[src/rtl/cpu_run_ctrl.sv]
// Run/step controller for the 3-bit-opcode CPU: synchronizes and debounces the board
// controls, gates the CPU with a clock enable, and counts enabled cycles and instructions.
module cpu_run_ctrl #(
    parameter int DEBOUNCE_CYCLES = 4,
    parameter int CNT_W           = 16,
    parameter bit STEP_INSTR      = 1'b1
) (
    input  logic             clock,
    input  logic             reset,
    input  logic             step_n,
    input  logic             run_sw,
    input  logic             clear_sw,
    input  logic             halt_in,
    input  logic             instr_done,
    output logic             cpu_en,
    output logic             cpu_rst,
    output logic [1:0]       state,
    output logic             halted,
    output logic [CNT_W-1:0] cycle_count,
    output logic [CNT_W-1:0] instr_count
);

    localparam logic [1:0] ST_IDLE   = 2'b00;
    localparam logic [1:0] ST_RUN    = 2'b01;
    localparam logic [1:0] ST_STEP   = 2'b10;
    localparam logic [1:0] ST_HALTED = 2'b11;

    localparam int             DB_W    = (DEBOUNCE_CYCLES > 1) ? $clog2(DEBOUNCE_CYCLES) : 1;
    localparam logic [DB_W-1:0] DB_LAST = DB_W'(DEBOUNCE_CYCLES - 1);
    localparam logic [CNT_W-1:0] CNT_MAX = {CNT_W{1'b1}};

    // Bit order {clear, run, step}; step idles high because the button is active-low.
    localparam logic [2:0] SYNC_PRESET = 3'b001;

    logic [2:0] raw_vec;
    logic [2:0] sync_vec;
    logic       step_s;
    logic       run_s;
    logic       clear_s;

    assign raw_vec = {clear_sw, run_sw, step_n};

    genvar gi;
    generate
        for (gi = 0; gi < 3; gi++) begin : g_sync
            logic meta_reg;
            logic sync_reg;

            always_ff @(posedge clock or posedge reset) begin
                if (reset) begin
                    meta_reg <= SYNC_PRESET[gi];
                    sync_reg <= SYNC_PRESET[gi];
                end else begin
                    meta_reg <= raw_vec[gi];
                    sync_reg <= meta_reg;
                end
            end

            assign sync_vec[gi] = sync_reg;
        end
    endgenerate

    assign step_s  = sync_vec[0];
    assign run_s   = sync_vec[1];
    assign clear_s = sync_vec[2];

    // Debounce: the level only follows step_s after DEBOUNCE_CYCLES consecutive mismatches.
    logic            db_reg;
    logic            db_next;
    logic [DB_W-1:0] db_cnt_reg;
    logic [DB_W-1:0] db_cnt_next;
    logic            press_reg;
    logic            press_next;

    always_comb begin
        db_next     = db_reg;
        db_cnt_next = db_cnt_reg;
        if (step_s == db_reg) begin
            db_cnt_next = '0;
        end else if (db_cnt_reg == DB_LAST) begin
            db_next     = step_s;
            db_cnt_next = '0;
        end else begin
            db_cnt_next = db_cnt_reg + DB_W'(1);
        end
        press_next = db_reg & ~db_next;
    end

    always_ff @(posedge clock or posedge reset) begin
        if (reset) begin
            db_reg     <= 1'b1;
            db_cnt_reg <= '0;
            press_reg  <= 1'b0;
        end else begin
            db_reg     <= db_next;
            db_cnt_reg <= db_cnt_next;
            press_reg  <= press_next;
        end
    end

    // Datapath reset: follows clear_s and is stretched by two cycles after it falls.
    logic [1:0] rst_hold_reg;
    logic [1:0] rst_hold_next;
    logic       cpu_rst_reg;
    logic       cpu_rst_next;

    always_comb begin
        rst_hold_next = rst_hold_reg;
        if (clear_s) begin
            rst_hold_next = 2'd2;
        end else if (rst_hold_reg != 2'd0) begin
            rst_hold_next = rst_hold_reg - 2'd1;
        end
        cpu_rst_next = clear_s | (rst_hold_reg != 2'd0);
    end

    always_ff @(posedge clock or posedge reset) begin
        if (reset) begin
            rst_hold_reg <= 2'd0;
            cpu_rst_reg  <= 1'b1;
        end else begin
            rst_hold_reg <= rst_hold_next;
            cpu_rst_reg  <= cpu_rst_next;
        end
    end

    logic [1:0] state_reg;
    logic [1:0] state_next;

    always_comb begin
        state_next = state_reg;
        if (clear_s) begin
            state_next = ST_IDLE;
        end else begin
            case (state_reg)
                ST_IDLE: begin
                    if (cpu_rst_reg) begin
                        state_next = ST_IDLE;
                    end else if (run_s) begin
                        state_next = ST_RUN;
                    end else if (press_reg) begin
                        state_next = ST_STEP;
                    end
                end
                ST_RUN: begin
                    if (halt_in) begin
                        state_next = ST_HALTED;
                    end else if (!run_s) begin
                        state_next = ST_IDLE;
                    end
                end
                ST_STEP: begin
                    if (halt_in) begin
                        state_next = ST_HALTED;
                    end else if (!STEP_INSTR || instr_done) begin
                        state_next = ST_IDLE;
                    end
                end
                default: state_next = ST_HALTED;
            endcase
        end
    end

    always_ff @(posedge clock or posedge reset) begin
        if (reset) begin
            state_reg <= ST_IDLE;
        end else begin
            state_reg <= state_next;
        end
    end

    // Enable is combinational so a halt freezes the CPU in the very cycle it appears.
    logic en_comb;
    assign en_comb = ((state_reg == ST_RUN) || (state_reg == ST_STEP)) && !halt_in && !clear_s;

    logic [CNT_W-1:0] cycle_cnt_reg;
    logic [CNT_W-1:0] cycle_cnt_next;
    logic [CNT_W-1:0] instr_cnt_reg;
    logic [CNT_W-1:0] instr_cnt_next;

    always_comb begin
        cycle_cnt_next = cycle_cnt_reg;
        instr_cnt_next = instr_cnt_reg;
        if (clear_s) begin
            cycle_cnt_next = '0;
            instr_cnt_next = '0;
        end else begin
            if (en_comb && (cycle_cnt_reg != CNT_MAX)) begin
                cycle_cnt_next = cycle_cnt_reg + CNT_W'(1);
            end
            if (en_comb && instr_done && (instr_cnt_reg != CNT_MAX)) begin
                instr_cnt_next = instr_cnt_reg + CNT_W'(1);
            end
        end
    end

    always_ff @(posedge clock or posedge reset) begin
        if (reset) begin
            cycle_cnt_reg <= '0;
            instr_cnt_reg <= '0;
        end else begin
            cycle_cnt_reg <= cycle_cnt_next;
            instr_cnt_reg <= instr_cnt_next;
        end
    end

    assign cpu_en      = en_comb;
    assign cpu_rst     = cpu_rst_reg;
    assign state       = state_reg;
    assign halted      = (state_reg == ST_HALTED);
    assign cycle_count = cycle_cnt_reg;
    assign instr_count = instr_cnt_reg;

endmodule

[config.mk]
export PLATFORM = sky130hd
export DESIGN_NAME = cpu_run_ctrl
export DESIGN_NICKNAME = d
export VERILOG_FILES = /design/src/rtl/cpu_run_ctrl.sv
export SDC_FILE = /design/constraint.sdc
export NUM_CORES = 1
export LEC_CHECK = 0
export BUFFER_PORTS_ARGS = -buffer_cell sky130_fd_sc_hd__buf_2
export CORE_ASPECT_RATIO = 1.2
export CORE_UTILIZATION = 45
export DETAILED_ROUTE_END_ITERATION = 8
export GPL_TIMING_DRIVEN = 0
export PLACE_DENSITY = 0.63
export SLEW_MARGIN = 20
export SYNTH_ARGS = -nofsm -noshare
export SYNTH_HDL_FRONTEND = slang
export SYNTH_SLANG_ARGS = --single-unit
[constraint.sdc]
create_clock -name clock -period 6.8 [get_ports clock]
set_clock_uncertainty 0.15 [all_clocks]
set_input_delay 0.34 -clock clock [delete_from_list [all_inputs] [get_ports clock]]
set_output_delay 0.34 -clock clock [all_outputs]
set_load 0.05 [all_outputs]
; ---- Yosys cells after proc, flatten, opt, wreduce, memory -nomap -nowiden
; Cells that the tools add are included.
[totals]
output_inout_bits = 37
ff_bits = 47
inputBits = 7
[op_classes]
muxes = 19
addsub = 4
bitwise_logic = 3
n_reduce_logical = 14
n_eq_ne = 10
[ops]
columns = cell, count
row1 = 2-to-1 mux 16 bit, 4
row2 = "adder 16 x 1 -> 16 bit, second input constant", 2
row3 = "inequality test 16 bit, second input constant", 2
row4 = 2-to-1 mux 2 bit, 12
row5 = "inequality test 4 bit, second input constant", 2
row6 = nonzero test 2 bit, 4
row7 = "equality test 2 bit, second input constant", 3
row8 = case mux 2 bit (3 select lines), 1
row9 = logical AND 1 bit, 5
row10 = "inequality test 5 bit, second input constant", 1
row11 = AND reduction 3 bit, 1
row12 = "adder 2 x 1 -> 2 bit, second input constant", 1
row13 = "equality test 2 x 1 -> 1 bit, second input constant", 1
row14 = logical NOT 1 bit, 2
row15 = logical NOT 2 bit, 1
row16 = 2-to-1 mux 1 bit, 2
row17 = "subtractor 2 x 1 -> 2 bit, second input constant", 1
row18 = AND 1 bit, 1
row19 = equality test 1 bit, 1
row20 = logical OR 1 bit, 1
row21 = NOT 1 bit, 1
row22 = OR 1 bit, 1

; ---- Logic depth before layout (Yosys ltp)
; Gate-level depths: netlist of run 1.
[depth]
ltp_word = 8
mapped_depth = 9
mapped_depth_nobuf = 7

; ---- Worst setup path before layout of run 1
; Ideal clock, no wire load.
[synth_path]
kind = register to register
start = register state_reg[0], in the netlist state[0]
end = register instr_cnt_reg[3], in the netlist instr_count[3]
setup_slack_ns = 3.857
synth_period_minus_slack_ns = 2.943
arrival_ns = 2.715
setup_time_ns = 0.078
stages_incl_launch_ff = 10
path_buffers = 2
path_cell_list = dfrtp_1 -> inv_1 -> ha_1 -> or3b_1 -> buf_2 -> inv_2 -> nand2_1 -> buf_2 -> or4_1 -> a21oi_1
[synth_via]
elab_chain_cells = 7
elab_cells_between_ends = 8
cone_classes = eq/ne: 2 / reduce/logical: 6
[synth_rtl]
columns = element, line_no
row1 = from (decl), 127  ; logic [1:0] state_reg;
row2 = from (signal assigned), 168  ; state_reg <= state_next;
row3 = equality test 2 x 1 -> 1 bit or equality test 2 bit (tied branches), 174  ; assign en_comb = ((state_reg == ST_RUN) || (state_reg == ST_STEP)) && !halt_in && !clear_s;
row4 = logical OR 1 bit (*), 174
row5 = logical AND 1 bit (*) (2 in a row), 174
row6 = net cpu_en, 15  ; output logic cpu_en,
row7 = logical AND 1 bit (*) (2 in a row), 191  ; if (en_comb && instr_done && (instr_cnt_reg != CNT_MAX)) begin
row8 = nonzero test 2 bit (no line) (*), n/a
row9 = to (signal assigned), 203  ; instr_cnt_reg <= instr_cnt_next;
row10 = to (decl), 178  ; logic [CNT_W-1:0] instr_cnt_reg;
; The timed path passes the listed nets; every way through them passes the cells marked *.
; A chain may end at the register's enable or synchronous reset.

; ---- Worst setup path after layout of run 1
[layout_path]
start = register state_reg[0], in the netlist state[0]
end = register cycle_cnt_reg[13], in the netlist cycle_count[13]
[layout_via]
elab_chain_cells = 6
elab_cells_between_ends = 7
cone_classes = eq/ne: 2 / reduce/logical: 5
[layout_rtl]
columns = element, line_no
row1 = equality test 2 x 1 -> 1 bit or equality test 2 bit (tied branches), 174
row2 = logical OR 1 bit (*), 174
row3 = logical AND 1 bit (*) (2 in a row), 174
row4 = logical AND 1 bit (*), 188  ; if (en_comb && (cycle_cnt_reg != CNT_MAX)) begin
row5 = nonzero test 2 bit (no line) (*), n/a
row6 = to (signal assigned), 202  ; cycle_cnt_reg <= cycle_cnt_next;
row7 = to (decl), 176  ; logic [CNT_W-1:0] cycle_cnt_reg;
; Every way passes the cells marked *; elsewhere a longest branch is shown, timed or not.

==> results.py, run 1 <==
metrics = {
    "critical_path": {
        "crit_family": "simple AND/OR/NAND/NOR gates",
        "cp.arrival_ns": 2.79,
        "rr_endpoint": "cycle_count[13]",
        "crit_type": "register to register",
        "cp.required_ns": 6.84,
        "reg2regPathDepth": 7,
        "critPathCaptureType": "register",
        "cp_max_fo": 6,
        "crit_buf_inv": 2,
        "rrSetupSlack_ns": 4.05,
        "r2r_start": "state[0]",
        "start_kind": "register",
        "slowest_stage": "or4_4",
        "slowest_delay_ns": 0.57,
        "crit_chain": "inv_1 -> ha_1 -> or3b_1 -> buf_2 -> or4_4 -> nor4_2 -> mux2_1",
    },
    "synthesis": {
        "ys_seq_area_share_pct": 46.3,
        "synth.most_common_cell": "dfrtp_1",
        "synth_nets": 272,
        "netlist_area_um2": 2550,
        "async_flop_share_pct": 100,
        "synth_top_area_share_pct": 42.2,
        "syn_avg_cell_area_um2": 9.97,
        "synthDistinctLibCells": 46,
        "ys_seq_elements": 47,
        "yosysWarnings": 0,
        "synth_top_area_cell": "dfrtp_1",
        "synth_ff_type": "dfrtp_1",
        "synth_edf_count": 0,
        "syn_inst": 256,
        "ys_top_cells_by_area": "dfrtp_1, ha_1, a21oi_1",
        "synth_common_cells": "dfrtp_1, a21oi_1, nand2_1",
    },
    "global_routing": {
        "grt_pass1_wl_um": 9830,
        "antenna_found_initial": 0,
        "grt_usage_pct": 20.8,
        "grt_max_degree": 27,
        "grt_pass1_vias": 2045,
        "gr-total-overflow": 0,
    },
    "sta": {
        "hold_ws_ns": 0.205,
        "fin_crit_ns": 2.75,
        "fin_setup_tns_ns": 0,
        "rsz0062_at_grt": "false",
        "hold_violations": 0,
        "tightest_slew_ns": 0.805,
        "final_max_slew_viol_count": 0,
        "setup_viol": 0,
        "slew_headroom_pct": 45.9,
        "finalCritPeriodShare_pct": 40.5,
        "fin_ws_ns": 4.05,
        "clock.fmax_mhz": 363,
    },
    "placed_design": {
        "dpl.hpwl_um": 4180,
        "portBuffers": 43,
        "dp_slack_ns": 4.07,
        "dp.cells": 362,
        "gp_congestion": 0.769,
    },
    "floorplan": {
        "die_x_um": 70.7,
        "fp.dieH_um": 84.5,
        "row_count": 29,
        "start_util_pct": 47.5,
        "dieArea_um2": 5980,
        "design.portCount": 44,
        "coreArea_um2": 5370,
    },
    "cells_and_area": {
        "final_nets": 327,
        "instances_no_fill": 374,
        "multi_input_area_um2": 1300,
        "drive_above_1_share_pct": 23.4,
        "area_growth_pct": 18.6,
        "seqCellArea_um2": 1180,
        "diodes": 0,
        "n_fill_cell": 503,
    },
    "power_and_ir_drop": {
        "p_sw_share_pct": 30.9,
        "power.switching_w": 0.000209,
        "p_per_area_nw_per_um2": 223,
        "p_leak_nw": 1.37,
        "power.internal_w": 0.000466,
        "pwr-share-seq_pct": 47.9,
        "pwr-share-clk_pct": 31.4,
        "ir_drop_v": 0.000193,
        "power_frac_comb_pct": 20.7,
    },
    "status": {
        "status": "finished, violations left",
        "failed_checks": "design-rule violations",
    },
    "routing": {
        "ant_nets": 0,
        "wl_per_cell_um": 15.7,
        "drt_wl_total_um": 5880,
        "drt_iter0_markers": 122,
        "num_vias": 2236,
        "drt-pass1-iter-count": 6,
        "drt-vias-per-instance": 5.98,
        "drc": 2,
    },
    "cts": {
        "numCtsBuffers": 5,
        "clock_latency_ns": 0.31,
        "clk_pin_slew_ns": 0.09,
        "cts_root_buffer": "clkbuf_8",
        "clock_path_buffers": 2,
        "cts_sinks": 47,
        "ctsResizeCount": 0,
        "htreeDepth": 2,
        "cts_tree": "yes",
    },
    "worst_hold_path": {
        "hold_path_end": "g_sync[1].sync_reg",
        "hp-start": "g_sync[1].meta_reg",
        "min_path_type": "register to register",
        "whs_path_depth": 0,
    },
    "run": {
        "maxCapViolations": 0,
    },
}
-- layout by cell type (no fill, tap or decap), types with 4 or more instances in the layout --
| cell | count |
|---|---|
| dfrtp_1 | 43 |
| inv_1 | 9 |
| o31ai_1 | 10 |
| clkbuf_1 | 6 |
| buf_2 | 46 |
| nand4_1 | 11 |
| nand3_1 | 10 |
| nor3_1 | 8 |
| a211o_1 | 4 |
| and4_1 | 8 |
| dfstp_2 | 4 |
| nor4_1 | 4 |
| nand2_1 | 20 |
| dlygate4sd3_1 | 4 |
| o21ai_0 | 5 |
| or4_1 | 10 |
| mux2i_1 | 4 |
| ha_1 | 9 |
| nor2b_1 | 4 |
| mux2_2 | 5 |
| nor2_1 | 10 |
| or3_1 | 8 |
| clkbuf_8 | 5 |
| a21oi_1 | 21 |
-- how the worst max path moves through the flow --
stage                        start         endpoint  slack [ns]  cells after the start
after floorplan           state[0]   instr_count[3]        3.86                      9
after global placement    state[0]  cycle_count[13]        4.09                      7
after detailed placement  state[0]  cycle_count[13]        4.07                      7
after CTS                 state[0]  cycle_count[13]        4.05                      7
after global routing      state[0]  instr_count[13]        3.92                      9
final                     state[0]  cycle_count[13]        4.05                      7
-- metrics by stage --
step	cell area, um2	total power (W)	util (%)
5_1_grt	3030	0.000713	56.3
3_3_place_gp	2840	0.000464	53.0
3_5_place_dp	2870	0.000468	53.4
2_1_floorplan	2550	0.000434	-
4_1_cts	3030	0.000684	56.3
6_report	3030	0.000675	56.3
-- layer usage --
metal / track usage (%) / up-vias / wire length [um]
met1: 27.1 / 1084 / 2660
met5: 0 / - / 0
li1: - / 1097 / -
met4: 8.18 / 0 / 95
met3: 3.84 / 10 / 190
met2: 34.4 / 45 / 2930
-- what timing repair did --
| action | CTS | global route |
|---|---|---|
| endpoints found under the hold margin | 20 | 0 |
| setup endpoints to repair | 0 | 0 |
| hold buffers | 4 | 0 |
| buffers inserted | 0 | 0 |
-- power by group through the flow --
stage / sequential, W / clock, W / combinational, W
global route: 0.000327 / 0.000229 / 0.000157
detailed placement: 0.000329 / 0 / 0.000139
CTS: 0.000324 / 0.000219 / 0.000142
global placement: 0.000328 / 0 / 0.000135
finish: 0.000323 / 0.000212 / 0.000140
floorplan: 0.000351 / 0 / 0.0000825
-- final cells by class --
type,count,share of cell area (%)
inverter,11,1.36
buffer,9,1.24
multi-input combinational,189,42.9
clock buffer,5,2.27
timing repair buffer,48,9.10
tap,62,2.56
clock inverter,3,1.53
sequential,47,39.0
-- cells by family after synthesis --
family | share of synthesized area (%)
mux | 4.22
buf+inv | 3.09
simple gates | 27.2
fa+ha+maj | 4.41
compound gates | 14.1
xor+xnor | 0.687
flops | 46.3
No activity file was read; power rests on OpenSTA's default activity.
==> inputs of run 2 (changes only) <==
Settings changed: PLACE_DENSITY 0.63 to 0.66.
Clock period 6.8 ns to 2.2 ns, I/O delays scaled along.
==> results.py, run 2 (same netlist as run 1, synthesis figures left out) <==
metrics = {
    "status": {
        "status": "finished, violations left",
        "failed_checks": "design-rule violations, negative setup slack",
    },
    "floorplan": {
        "design.portCount": 44,
        "coreArea_um2": 5370,
        "row_count": 29,
        "dieArea_um2": 5980,
        "fp.dieH_um": 84.5,
        "die_x_um": 70.7,
        "start_util_pct": 47.5,
    },
    "sta": {
        "rsz0062_at_grt": "true",
        "finalCritPeriodShare_pct": 107,
        "setup_viol": 11,
        "clock.fmax_mhz": 424,
        "hold_violations": 0,
        "final_max_slew_viol_count": 0,
        "fin_ws_ns": -0.156,
        "fin_crit_ns": 2.36,
        "tightest_slew_ns": 0.631,
        "slew_headroom_pct": 57.9,
    },
    "cells_and_area": {
        "final_util_pct": 64.4,
        "drive_above_1_share_pct": 40.4,
        "diodes": 0,
        "final_cell_mix": "buf_2, dfrtp_1, nand2_1, buf_4, a21oi_1",
        "final_nets": 344,
        "area_growth_pct": 35.5,
        "n_fill_cell": 444,
        "layout_commonest_cell": "buf_2",
    },
    "power_and_ir_drop": {
        "finalPower_w": 0.00223,
        "p_per_area_nw_per_um2": 645,
        "ir_drop_v": 0.000465,
        "p_leak_nw": 1.56,
    },
    "global_routing": {
        "grt_max_degree": 27,
        "antenna_found_initial": 0,
        "gr-total-overflow": 0,
        "grt_usage_pct": 21.6,
        "grt_pass1_vias": 2184,
        "grt_pass1_wl_um": 10300,
    },
    "cts": {
        "clock_path_buffers": 2,
        "cts_tree": "yes",
        "clock_latency_ns": 0.31,
        "cts_root_buffer": "clkbuf_8",
        "numCtsBuffers": 5,
        "htreeDepth": 2,
        "clk_pin_slew_ns": 0.09,
        "cts_sinks": 47,
    },
    "critical_path": {
        "rrSetupSlack_ns": -0.16,
        "crit_buf_inv": 1,
        "cp.arrival_ns": 2.41,
        "critPathCaptureType": "register",
        "reg2regPathDepth": 6,
        "start_kind": "register",
        "cp_max_fo": 6,
        "cp.required_ns": 2.25,
        "crit_family": "simple AND/OR/NAND/NOR gates",
        "crit_type": "register to register",
        "crit_chain": "inv_2 -> ha_4 -> or3b_4 -> or4_4 -> a21oi_2 -> mux2_4",
        "crit_cells": 6,
        "slowest_delay_ns": 0.53,
        "slowest_stage": "or4_4",
    },
    "routing": {
        "drc": 8,
        "drt-pass1-iter-count": 6,
        "drt_iter0_markers": 114,
        "ant_nets": 0,
        "wl_per_cell_um": 16.2,
        "drt-vias-per-instance": 5.98,
        "drt_wl_total_um": 6350,
        "num_vias": 2338,
    },
    "worst_hold_path": {
        "min_path_type": "primary input to register",
        "whs_path_depth": 4,
    },
    "placed_design": {
        "dpl.hpwl_um": 4170,
        "gp_congestion": 0.795,
        "portBuffers": 43,
    },
    "run": {
        "maxCapViolations": 0,
    },
}
==> run 2: path summary, 6_finish.rpt <==
kind,from,endpoint
worst max-delay path,state[1],cycle_count[7]
worst min-delay path,instr_done,instr_count[5]
worst max register to register,state[1],cycle_count[7]
worst min register to register,g_sync[1].meta_reg,g_sync[1].sync_reg
max in group asynchronous,reset,cycle_count[0]
min in group asynchronous,reset,press_reg
==> run 2: what timing repair did <==
action,CTS,global route
setup buffers,6,14
hold buffers,4,0
endpoints found under the hold margin,20,0
endpoints found under the setup margin,25,28
pin swaps,5,9
gates resized for setup,19,34
==> run 2: worst register-to-register path: stages (launching register included) <==
cell     delay (ns)
dfrtp_2        0.38
inv_2          0.05
ha_4           0.26
or3b_4         0.43
or4_4          0.53
a21oi_2        0.14
mux2_4         0.31
==> run 2: layout make-up <==
| cell class | count | area (um2) | area share (%) |
|---|---|---|---|
| Multi-Input combinational cell | 189 | 1560 | 45.0 |
| Sequential cell | 47 | 1190 | 34.5 |
| Timing Repair Buffer | 68 | 435 | 12.6 |
| Tap cell | 62 | 77.6 | 2.24 |
| Clock buffer | 5 | 68.8 | 1.99 |
| Inverter | 11 | 46.3 | 1.34 |
| Clock inverter | 3 | 43.8 | 1.27 |
| Buffer | 6 | 37.5 | 1.09 |
==> run 2: through the flow <==
step,worst slack (ns),setup TNS (ns),instance area (um2),hold slack (ns),std cells
final,-0.156,-0.935,3460,0.0797,391
after global placement,-0.399,-4.09,2910,0.0657,361
after floorplan,-0.503,-6.89,2620,-0.0355,256
after detailed placement,-0.408,-4.48,2930,0.0142,362
after global routing,-0.221,-1.85,3460,0.104,391
after CTS,-0.212,-1.66,3220,0.0546,379
==> run 2: power by group <==
| group | total, W | internal, W | switching [W] | leakage (nW) |
|---|---|---|---|---|
| logic | 0.000585 | 0.000250 | 0.000335 | 0.890 |
| registers | 0.000995 | 0.000947 | 0.0000481 | 0.613 |
| clock network | 0.000650 | 0.000339 | 0.000311 | 0.0581 |
| total | 0.00223 | 0.00154 | 0.000694 | 1.56 |
==> run 2: metal layers <==
layer	wire length (um)	GRT usage, %	vias to the layer above
met1	2840	27.4	1150
met4	93	7.45	0
met5	0	0	-
met2	3180	36.7	51
li1	-	-	1129
met3	237	4.32	8
